[config.mk]
export PLATFORM = sky130hd
export DESIGN_NAME = onehot5_tx_flat
export DESIGN_NICKNAME = d
export VERILOG_FILES = /design/src/rtl/onehot5_tx_if.sv /design/src/rtl/onehot5_tx.sv /design/src/flat_wrapper.sv
export SDC_FILE = /design/constraint.sdc
export NUM_CORES = 1
export LEC_CHECK = 0
export ABC_CLOCK_PERIOD_IN_PS = 2640
export CAP_MARGIN = 10
export CORE_MARGIN = 3
export CORE_UTILIZATION = 60
export CTS_BUF_LIST = sky130_fd_sc_hd__clkbuf_16
export DETAILED_ROUTE_END_ITERATION = 8
export DONT_BUFFER_PORTS = 1
export PLACE_DENSITY = 0.74
export RECOVER_POWER = 25
export SETUP_SLACK_MARGIN = 0.05
export SLEW_MARGIN = 20
export SYNTH_ARGS = -nofsm -noshare
export SYNTH_HDL_FRONTEND = slang
export SYNTH_SLANG_ARGS = --single-unit
export TNS_END_PERCENT = 1
[constraint.sdc]
create_clock -name clk -period 2.64 [get_ports clk]
set_clock_uncertainty 0.2 [all_clocks]
set_input_delay 0.396 -clock clk [delete_from_list [all_inputs] [get_ports clk]]
set_output_delay 0.396 -clock clk [all_outputs]
set_load 0.05 [all_outputs]
[src/rtl/onehot5_tx_if.sv]
// Handshake and line-word bundle for the 1-of-5 symbol transmitter.
// The producer side uses the master modport, the transmitter uses slave.
interface onehot5_tx_if;
    logic       in_valid;
    logic       in_ready;
    logic [2:0] in_idx;
    logic [4:0] y;
    logic       y_valid;
    logic       err;

    modport master (
        output in_valid,
        output in_idx,
        input  in_ready,
        input  y,
        input  y_valid,
        input  err
    );

    modport slave (
        input  in_valid,
        input  in_idx,
        output in_ready,
        output y,
        output y_valid,
        output err
    );
endinterface

[src/rtl/onehot5_tx.sv]
// One-hot (1-of-5) symbol transmitter: each accepted index is driven on y for
// HOLD cycles, followed by GAP all-zero spacer cycles before the next accept.
module onehot5_tx #(
    parameter int HOLD = 4,
    parameter int GAP  = 1
) (
    input  logic         clk,
    input  logic         rst,
    onehot5_tx_if.slave  bus
);

    typedef enum logic [1:0] {
        IDLE  = 2'd0,
        SEND  = 2'd1,
        SPACE = 2'd2
    } state_e;

    localparam logic [7:0] HOLD_M1 = 8'(HOLD - 1);
    localparam logic [7:0] GAP_M1  = 8'(GAP - 1);

    state_e     state_q, state_d;
    logic [7:0] cnt_q,   cnt_d;
    logic [4:0] y_q,     y_d;
    logic       y_valid_q, y_valid_d;
    logic       err_q,   err_d;

    // Next-state, counter and output-register decode.
    always_comb begin
        state_d   = state_q;
        cnt_d     = cnt_q;
        y_d       = y_q;
        y_valid_d = y_valid_q;
        err_d     = 1'b0;
        case (state_q)
            IDLE: begin
                if (bus.in_valid) begin
                    if (bus.in_idx <= 3'd4) begin
                        y_d       = 5'b00001 << bus.in_idx;
                        y_valid_d = 1'b1;
                        state_d   = SEND;
                        cnt_d     = HOLD_M1;
                    end else begin
                        err_d     = 1'b1;
                    end
                end else begin
                    state_d = IDLE;
                end
            end
            SEND: begin
                if (cnt_q == 8'd0) begin
                    y_d       = 5'b00000;
                    y_valid_d = 1'b0;
                    // With no spacer the symbol ends straight back in IDLE.
                    if (GAP == 0) begin
                        state_d = IDLE;
                        cnt_d   = 8'd0;
                    end else begin
                        state_d = SPACE;
                        cnt_d   = GAP_M1;
                    end
                end else begin
                    cnt_d = cnt_q - 8'd1;
                end
            end
            SPACE: begin
                if (cnt_q == 8'd0) begin
                    state_d = IDLE;
                end else begin
                    cnt_d = cnt_q - 8'd1;
                end
            end
            default: begin
                state_d   = IDLE;
                cnt_d     = 8'd0;
                y_d       = 5'b00000;
                y_valid_d = 1'b0;
            end
        endcase
    end

    // State, counter and registered outputs; reset wins over any accept.
    always_ff @(posedge clk) begin
        if (rst) begin
            state_q   <= IDLE;
            cnt_q     <= 8'd0;
            y_q       <= 5'b00000;
            y_valid_q <= 1'b0;
            err_q     <= 1'b0;
        end else begin
            state_q   <= state_d;
            cnt_q     <= cnt_d;
            y_q       <= y_d;
            y_valid_q <= y_valid_d;
            err_q     <= err_d;
        end
    end

    assign bus.in_ready = (state_q == IDLE);
    assign bus.y        = y_q;
    assign bus.y_valid  = y_valid_q;
    assign bus.err      = err_q;

endmodule

[src/flat_wrapper.sv]
// flat-port wrapper written by rule: the top's interface ports become plain ports
module onehot5_tx_flat 
#(
    parameter int HOLD = 4,
    parameter int GAP  = 1
)
  (clk, rst, bus_in_valid, bus_in_idx, bus_in_ready, bus_y, bus_y_valid, bus_err);
  onehot5_tx_if bus_i ();
  input  logic clk;
  input  logic rst;
  input wire logic [$bits(bus_i.in_valid)-1:0] bus_in_valid;
  input wire logic [$bits(bus_i.in_idx)-1:0] bus_in_idx;
  output wire logic [$bits(bus_i.in_ready)-1:0] bus_in_ready;
  output wire logic [$bits(bus_i.y)-1:0] bus_y;
  output wire logic [$bits(bus_i.y_valid)-1:0] bus_y_valid;
  output wire logic [$bits(bus_i.err)-1:0] bus_err;
  assign bus_i.in_valid = bus_in_valid;
  assign bus_i.in_idx = bus_in_idx;
  assign bus_in_ready = bus_i.in_ready;
  assign bus_y = bus_i.y;
  assign bus_y_valid = bus_i.y_valid;
  assign bus_err = bus_i.err;
  onehot5_tx #(.HOLD(HOLD), .GAP(GAP)) u_core (.clk(clk), .rst(rst), .bus(bus_i));
endmodule
==> reports/results.txt <==
final worst-path cycle share: 81.4%
vias in the first global route: 807
Routed Wire Length: 2.24 mm
critical path, cell by cell: inv_1 -> ha_1 -> or3b_2 -> o211ai_4 -> a21oi_4 -> a22o_1
Multi-input gate area: 594 um2
register area share after synthesis: 34.7%
Tmin final: 2150 ps
number of synthesized register bits: 17
register area: 340 um2
post-route cell area: 1080 um2
Reg clk slew, reported paths: 50 ps
total die area: 2150 um2
Post-Synthesis Mean Instance Area: 9.70 um2
Cell Area, Synth: 980 um2
CP Capture Type: flip-flop
most common cell after layout, fill and taps aside: dfxtp_1
cell-internal power: 752 uW
DRC Markers: 0
GPL Wtd Cong: 0.854
Final Hold Violating Endpoints: 0
crit-path max cell delay: 520 ps
Switching Share: 40.5%
setup ws final: 491 ps
Die Ht: 46.4 um
Post-Layout Cell Count: 120
CP Data Required Time: 2590 ps
Tightest Pin Transition: 675 ps
most frequent cells in the layout: dfxtp_1, inv_1, nand3_1, o211ai_1
Worst slew margin: 54.8%
ys flop type: dfxtp_1
routed len/inst: 18.7 um
Yosys cell types: 41
Post-CTS Resized: 0
Post-Synthesis Net Count: 109
CP startpoint kind: flip-flop
Mapped Cells: 101
CP max FO: 7
unrepaired setup endpoints after global routing: false
power density over the cells: 1170 nW/um2
Critical Path Slowest Stage Cell: or3b_2
area grow syn2layout: 9.96%
Hold WC Path Type: primary input to flip-flop
clock buffer depth: 2
routed vias/inst: 7.20
Root Buffer: clkbuf_16
setup repair bufs after CTS: 0
gr usage total: 24.2%
Post-synth EDFFs: 0
Fmax: 465 MHz
Hold Buf Count CTS: 0
ANT nets after route: 0
io pins: 14
Comb pwr share: 42.8%
initial antenna violation count: 0
CTS Buf Count: 3
TNS Setup: 0 ps
Sink Count: 17
initial drt markers: 19
final setup vio count: 0
# Max-Cap Violations: 0
Fillers: 100
Synth Warn #: 0
Final #Nets: 114
worst-skew pair later-pin latency: 250 ps
core box area: 1420 um2
placed cell count: 116
fin util: 76.1%
Ant. Diodes: 0
Leak: 0.385 nW
Final Slew Violations: 0
Die W: 46.4 um
H-tree lvl count: 1
largest net degree at the start of global routing: 14
detailed-route via count: 864
HPWL Detailed: 1.52 mm
Net Switching: 513 uW
clock share of power: 24.1%
type of the worst setup path: flip-flop to flip-flop
status: complete, no violations
minimum hold slack: 9.99 ps
Worst EP arrival: 2090 ps
1st-pass router iterations: 4
TritonCTS clock tree: built
Worst VDD drop: 0.770 mV
IO Port Bufs: 0
Core Rows: 13
layout cell share with drive strength beyond 1: 21.0%
Post-synth ARST share: 0%
Setup WS pre-CTS: 529 ps
gr ovfl total: 0
first-pass GRT wire length: 3.56 mm
Tot Pwr: 1.27 mW
Initial Util: 69.2%
dpl cell area: 998 um2
Seq pwr share: 33.2%
-- synth_stat cells (2+ instances only) --
cell type | number | share of area, %
a211oi_1 | 3 | 2.3
nand3_1 | 7 | 3.6
o211ai_1 | 6 | 4.6
nor2_1 | 5 | 1.9
ha_1 | 2 | 2.6
nor4_1 | 2 | 1.3
a21o_1 | 2 | 1.5
mux2i_1 | 5 | 5.1
a21oi_1 | 4 | 2.0
nand2_1 | 5 | 1.9
o2bb2ai_1 | 2 | 1.8
a32o_1 | 2 | 2.0
a21boi_0 | 2 | 1.5
a211o_2 | 5 | 5.1
dfxtp_1 | 17 | 35
a22o_1 | 2 | 1.8
inv_1 | 6 | 2.3
-- path summary, 6_finish.rpt --
path | from | end | slack, ps | depth (start not counted)
setup / recovery | u_core.cnt_q[0] | u_core.bus.y[0] | 490 | 6
hold / removal | rst | u_core.cnt_q[1] | 10 | 1
setup reg to reg | u_core.cnt_q[0] | u_core.bus.y[0] | 490 | 6
hold reg to reg | u_core.cnt_q[1] | u_core.cnt_q[1] | 330 | 2
-- final cells by class --
type                       instances  share of cell area, %
multi-input combinational         75                   55.2
clock buffer                       3                   6.97
clock inverter                     1                  0.348
sequential                        17                   31.6
timing repair buffer               3                   2.09
tap                               15                   1.74
inverter                           6                   2.09
-- sequential cells by signal, summed over array words and instances (netlist names) --
register            count
u_core.state_q          2
u_core.bus.y_valid      1
u_core.bus.err          1
u_core.bus.y            5
u_core.cnt_q            8
-- power groups by stage --
stage	Clock [mW]	Sequential [mW]	Combinational (mW)
after floorplan	0	0.385	0.463
after global placement	0	0.418	0.524
after detailed placement	0	0.420	0.532
after CTS	0.305	0.417	0.538
after global routing	0.314	0.428	0.596
final	0.304	0.420	0.541
-- per-layer routing --
layer / up-vias / GRT usage (%) / part of all wire [%]
met5: - / 0 / 0
met4: 0 / 16.5 / 2.9
met2: 26 / 33.8 / 46
met1: 421 / 31.5 / 45
li1: 410 / - / -
met3: 7 / 7.03 / 5.3
-- kinds of logic (layout without fill, tap and decap cells) --
logic type	after synthesis	count (layout)	share of synthesized area, %
AOI/OAI and AO/OA	40	40	36.9
adders and majority gates	2	2	2.55
buffers and inverters	9	13	4.60
DFF	17	17	34.7
muxes	5	5	5.11
and+or+nand+nor	28	28	16.1
-- worst max-delay path, delay by kind of cell, from the launching register on --
family,cells,cell delay (ps)
fa+ha+maj,1,170
flops,1,350
buf+inv,1,120
compound gates,3,670
simple gates,1,520
(Power assumes the default switching activity.)
